===== src/rtl/word_unshift.sv =====
// Rotate-left word transform that undoes a logical rotate-right, behind a valid/ready handshake.
// Default build rotates one bit per cycle; define WORD_UNSHIFT_BARREL_EN for a single-cycle barrel rotator.
module word_unshift #(
    parameter int W = 8,
    localparam int AW = $clog2(W)
) (
    input  logic          clk,
    input  logic          rst,
    input  logic [W-1:0]  __in0,
    input  logic [AW-1:0] __in_amt,
    input  logic          __in_valid,
    output logic          __in_ready,
    output logic [W-1:0]  __out0,
    output logic          __out_valid,
    input  logic          __out_ready,
    output logic          __busy
);

`ifdef WORD_UNSHIFT_BARREL_EN
    typedef enum logic {IDLE, DONE} state_t;
`else
    typedef enum logic [1:0] {IDLE, SHIFT, DONE} state_t;
`endif

    state_t state, state_next;
    logic [W-1:0] out_q;
    logic         accept;
    logic         release_out;

    // Decoded from state directly so the handshake terms never loop through the output logic.
    assign accept      = __in_valid && (state == IDLE);
    assign release_out = __out_ready && (state == DONE);
    assign __out0      = out_q;

`ifdef WORD_UNSHIFT_BARREL_EN

    function automatic logic [W-1:0] rotl(input logic [W-1:0] x, input logic [AW-1:0] amt);
        logic [2*W-1:0] dbl;
        dbl = {x, x} << amt;
        return dbl[2*W-1:W];
    endfunction

    always_comb begin
        // NOTE: every output gets a default first so no path through the case infers a latch.
        state_next  = state;
        __in_ready  = 1'b0;
        __out_valid = 1'b0;
        __busy      = 1'b0;
        case (state)
            IDLE: begin
                __in_ready = 1'b1;
                if (accept) state_next = DONE;
            end
            DONE: begin
                __out_valid = 1'b1;
                if (release_out) state_next = IDLE;
            end
            default: state_next = IDLE;
        endcase
    end

    always_ff @(posedge clk or negedge rst) begin
        if (!rst) begin
            state <= IDLE;
            out_q <= '0;
        end else begin
            state <= state_next;
            if (accept) out_q <= rotl(__in0, __in_amt);
        end
    end

`else

    logic [W-1:0]  data_q;
    logic [AW-1:0] count_q;
    logic [W-1:0]  data_rot1;

    assign data_rot1 = {data_q[W-2:0], data_q[W-1]};

    always_comb begin
        // NOTE: every output gets a default first so no path through the case infers a latch.
        state_next  = state;
        __in_ready  = 1'b0;
        __out_valid = 1'b0;
        __busy      = 1'b0;
        case (state)
            IDLE: begin
                __in_ready = 1'b1;
                if (accept) state_next = (__in_amt == '0) ? DONE : SHIFT;
            end
            SHIFT: begin
                __busy = 1'b1;
                if (count_q == AW'(1)) state_next = DONE;
            end
            DONE: begin
                __out_valid = 1'b1;
                if (release_out) state_next = IDLE;
            end
            default: state_next = IDLE;
        endcase
    end

    // The result register only changes on entry to DONE, so __out0 never shows partial rotations.
    always_ff @(posedge clk or negedge rst) begin
        if (!rst) begin
            state   <= IDLE;
            data_q  <= '0;
            count_q <= '0;
            out_q   <= '0;
        end else begin
            state <= state_next;
            case (state)
                IDLE: begin
                    if (accept) begin
                        data_q  <= __in0;
                        count_q <= __in_amt;
                        if (__in_amt == '0) out_q <= __in0;
                    end
                end
                SHIFT: begin
                    data_q  <= data_rot1;
                    count_q <= count_q - AW'(1);
                    if (count_q == AW'(1)) out_q <= data_rot1;
                end
                default: ;
            endcase
        end
    end

`endif

endmodule


===== config.mk =====
export PLATFORM = sky130hd
export DESIGN_NAME = word_unshift
export DESIGN_NICKNAME = d
export VERILOG_FILES = /design/src/rtl/word_unshift.sv
export SDC_FILE = /design/constraint.sdc
export NUM_CORES = 1
export LEC_CHECK = 0
export CELL_PAD_IN_SITES_DETAIL_PLACEMENT = 0
export CELL_PAD_IN_SITES_GLOBAL_PLACEMENT = 1
export CORE_AREA = 2 2 57 59
export DETAILED_ROUTE_END_ITERATION = 6
export DIE_AREA = 0 0 59 61
export GPL_TIMING_DRIVEN = 0
export PLACE_DENSITY = 0.79
export SLEW_MARGIN = 20
export SYNTH_ARGS = -nofsm -noshare
export SYNTH_HDL_FRONTEND = slang
export SYNTH_SLANG_ARGS = --single-unit

===== constraint.sdc =====
create_clock -name clk -period 3.5 [get_ports clk]
set_input_delay 0.875 -clock clk [delete_from_list [all_inputs] [get_ports clk]]
set_output_delay 0.875 -clock clk [all_outputs]
set_load 0.05 [all_outputs]

# Yosys cells after proc, flatten, opt, wreduce, memory -nomap -nowiden

Cells that the tools add are included.

Register bits after elaboration: 21
Output and inout bits: 11
Logic and storage cells: 36

Add/subtract/negate cells: 1
Equality and inequality tests: 7
Muxes and demuxes: 16
Reduce and logical (&&, ||, !) cells: 8

Operators with widths:

| cell                | count |
|---|---|
| $mux 8              | 4 |
| $pmux 8 s2          | 2 |
| $mux 2              | 4 |
| $ne 2x2->1 const B  | 3 |
| $pmux 2 s3          | 1 |
| $pmux 3 s2          | 1 |
| $reduce_and 4->1    | 1 |
| $eq 3x1->1 const B  | 1 |
| $logic_not 3->1     | 1 |
| $mux 1              | 3 |
| $mux 3              | 1 |
| $reduce_and 3->1    | 1 |
| $sub 3x1->3 const B | 1 |
| $eq 2x1->1 const B  | 1 |
| $eq 2x2->1 const B  | 1 |
| $logic_and 1x1->1   | 2 |
| $logic_not 2->1     | 1 |
| $ne 2x1->1 const B  | 1 |
| $reduce_and 2->1    | 1 |
| $reduce_bool 2->1   | 1 |

# Logic depth before layout (Yosys ltp)

Depth in word-level cells: 4
Gate-level depth with buffers: 6
Depth with buffers taken out: 5

# Least setup slack after synthesis

Ideal clock, no wire load.

Path kind: in2reg
Start point: input __in_amt[1]
End point: register out_q[0] (netlist: __out0[0])
Data arrival time: 2.086 ns
Slack: 1.289 ns
Stages: 3
Path through: or3_4 a221oi_4 mux2_2

Word-level cells in the longest chain between the ends: 3

Ends and longest elaborated chain:

| element                           | RTL line | source |
|---|---|---|
| start, declared                   | 10       | `input logic [AW-1:0] __in_amt,` |
| $logic_not 3->1                   | 117      | `if (__in_amt == '0) out_q <= __in0;` |
| $ne 2x1->1 (no source line)       | --       |  |
| $reduce_and 4->1 (no source line) | --       |  |
| end signal, assigned              | 117      |  |
| end signal, assigned              | 123      | `if (count_q == AW'(1)) out_q <= data_rot1;` |
| end, declared                     | 26       | `logic [W-1:0] out_q;` |

No other way between the ends.
A chain may end at the register's enable or synchronous reset.

# Worst setup path after layout

Start point: register state[1]
End point: output __busy

Word-level cells in the longest chain between the ends: 2

Ends and longest elaborated chain:

| element                | RTL line | source |
|---|---|---|
| start, declared        | 25       | `state_t state, state_next;` |
| start signal, assigned | 111      | `state <= state_next;` |
| $eq 2x1->1             | 86       | `case (state)` |
| $mux 1                 | 86       |  |
| end, declared          | 16       | `output logic __busy` |

No other way between the ends.

==> metrics.md <==
| Metric | Value |
|---|---|
| Status | complete, no violations |
| Setup slack after placement | 0.489 ns |
| Peak supply drop | 0.440 mV |
| Die area | 3600 um2 |
| Synth cell types | 23 |
| Largest net degree at the start of global routing | 22 |
| Yosys reg bits | 21 |
| Fmax | 300 MHz |
| 1st-iter DRT viols | 24 |
| Placed insts | 165 |
| DP HPWL | 1780 um |
| Antenna cell count | 0 |
| Layout Skew | 0.0166 ns |
| Post-synth top cells | 21 x dfrtp_1, 16 x mux2_2, 12 x o21ai_0, 10 x nor2b_1, 9 x a21oi_1 |
| Port bufs | 25 |
| Final worst setup slack | 0.166 ns |
| Startpoint Class | flop |
| Adder-Cell Fraction of Synth Area | 2.17% |
| Drt total wl | 2530 um |
| Cell Rows | 20 |
| Global Route Usage Sum | 15.7% |
| Final cell count without fillers | 169 |
| CP required | 2.62 ns |
| Vias in the first global route | 941 |
| Multiplexer share of the synthesized area | 16.5% |
| DRT Pass-1 Iters | 4 |
| Fillcell total | 297 |
| Area Overhead vs Synth | 27.2% |
| Syn Nets | 124 |
| Core region area | 2950 um2 |
| Initial antenna violation count | 0 |
| Slowest stage delay, CP | 0.84 ns |
| Synth Cell Area | 1150 um2 |
| Top cell type by total area after synthesis | dfrtp_1 |
| Hold Buf Count CTS | 0 |
| Hold Worst Slack | 0.503 ns |
| Residual DRC count | 0 |
| Top cell type's share of synthesized area | 45.5% |
| CTS tree | done |
| Die H | 61 um |
| Setup TNS | 0 ns |
| EDFF count, synth | 0 |
| Crit-path slowest cell | clkdlybuf4s50_1 |
| Clock buffer depth | 2 |
| Post-Syn Area per Cell | 10.8 um2 |
| Root Driver | clkbuf_4 |
| Avg Vias per Cell | 5.35 |
| Dominant cell by count in the synthesized netlist | dfrtp_1 |
| Htree depth | 1 |
| Critical Path, Cell by Cell | buf_2, or2b_2, inv_2, buf_2, clkdlybuf4s50_1 |
| Ys async rst share | 100% |
| Num CTS Buffers | 3 |
| Final setup viols | 0 |
| Fin nets | 154 |
| First-pass GRT wire length | 4260 um |
| Yosys synthesis warning count | 0 |
| CP Max Fanout | 10 |
| Register area share after synthesis | 45.5% |
| Synth Flop Type | dfrtp_1 |
| Post_cts resized | 0 |
| Clock sink count | 21 |
| Slew HR | 60.9% |
| CP endpoint kind | output port |
| Hold Vio Cnt, Final | 0 |
| Critical path class | reg2out |
| Routed WL per cell | 15.0 um |
| Antenna Violating Nets Remaining | 0 |
| RSZ-0062 raised after global routing | false |
| Congestion Overflow GR | 0 |
| Xor/xnor share of the synthesized area | 0% |
| Pleak | 0.000618 uW |
| Clock period minus worst slack | 3.33 ns |
| Cell area power density | 1030 nW/um2 |
| Via count | 904 |
| RePlAce Congestion | 0.725 |
| Chip Width | 59 um |
| Final slew viol count | 0 |
| Final period util | 95.3% |
| Share of post-route cells with drive strength above 1 | 21.3% |
| Critical path arrival | 2.46 ns |
| Post-CTS Setup Bufs | 0 |
| Starting Density | 39.1% |
| I/O pin cnt | 26 |
| Hold crit path type | in2async |
| Post-synthesis compound-gate area fraction | 21.2% |
| Main combinational cell family by area after synthesis | compound AO/OA/AOI/OAI gates |
| Synth Area in Simple Gates | 10.5% |
| Worst-Skew Late Latency | 0.31 ns |
| Top post-synthesis cells by area | dfrtp_1 46%, mux2_2 16%, nor2b_1 5.4% |
| Measured slew at the worst slew-check pin | 0.586 ns |
| Max-cap violations | 0 |
| Synthesized instance count | 107 |
| Worst-path clk slew | 0.13 ns |
| Crit path top cell by count | buf_2 |
[layout by cell type (no fill, tap or decap)]
| cell | instances |
|---|---|
| o21ai_0 | 12 |
| and3b_1 | 1 |
| a22oi_1 | 8 |
| nor2_1 | 4 |
| or3_4 | 1 |
| clkbuf_1 | 4 |
| or2b_2 | 1 |
| a221oi_4 | 1 |
| or2b_1 | 1 |
| mux2i_1 | 1 |
| o211ai_1 | 1 |
| nor2b_1 | 10 |
| a21o_2 | 1 |
| a21oi_1 | 9 |
| clkbuf_4 | 3 |
| ha_1 | 2 |
| o221a_2 | 1 |
| inv_2 | 1 |
| a2bb2oi_1 | 3 |
| buf_2 | 3 |
| clkinv_2 | 1 |
| nand3b_1 | 1 |
| clkdlybuf4s50_1 | 24 |
| inv_1 | 5 |
| mux2_2 | 16 |
| dfrtp_1 | 21 |
[worst max-delay path, delay by kind of cell (launching register included)]
family	cells	cell delay, ns
flip-flops	1	0.37
AND/OR/NAND/NOR	1	0.35
buffers and inverters	4	1.44
[state kept, by name (all words and copies together), names as in the netlist]
signal and cells:
__out0 8, data_q 8, count_q 3, state 2
[stage by stage]
stage          power, uW  area (um2)  utilization, %
4_1_cts             1540        1470            49.9
2_1_floorplan       1140        1150               -
3_5_place_dp        1420        1450            49.0
6_report            1520        1470            49.7
5_1_grt             1640        1470            49.7
3_3_place_gp        1400        1450            49.0
[cell type report]
| class | instances | area [um2] | area share, % |
|---|---|---|---|
| Multi-Input combinational cell | 74 | 582 | 39.6 |
| Sequential cell | 21 | 526 | 35.8 |
| Timing Repair Buffer | 25 | 245 | 16.7 |
| Tap cell | 33 | 41.3 | 2.81 |
| Buffer | 6 | 25.0 | 1.70 |
| Clock buffer | 3 | 22.5 | 1.53 |
| Inverter | 6 | 22.5 | 1.53 |
| Clock inverter | 1 | 5.00 | 0.341 |
[per-layer routing]
layer | track usage (%) | up-vias | routed length (um)
met5 | 0 | - | 0
met4 | 4.55 | 0 | 17
li1 | - | 446 | -
met2 | 26.2 | 26 | 1160
met3 | 3.20 | 2 | 144
met1 | 20.9 | 430 | 1210
[logic make-up after synthesis]
logic type      Yosys count
flops                    21
compound gates           36
fa+ha+maj                 2
mux                      17
simple gates             19
buf+inv                  12
[path summary, 6_finish.rpt]
check	from	to	slack, ns	cells after the start
setup reg to reg	count_q[1]$_DFFE_PN0P_	__out0[3]$_DFFE_PN0P_	1.65	5
max in group asynchronous	rst	data_q[5]$_DFFE_PN0P_	2.64	1
hold reg to reg	__out0[2]$_DFFE_PN0P_	__out0[2]$_DFFE_PN0P_	0.52	1
setup / recovery	state[1]$_DFFE_PN0P_	__busy	0.17	5
min in group clk	__out0[2]$_DFFE_PN0P_	__out0[2]$_DFFE_PN0P_	0.52	1
hold / removal	rst	state[0]$_DFFE_PN0P_	0.50	1
[report_power, final]
group          internal (uW)  switching (uW)
registers                366            90.5
logic                    406             533
clock network           42.7            76.9
total                    815             700
No activity file was read; power rests on OpenSTA's default activity.
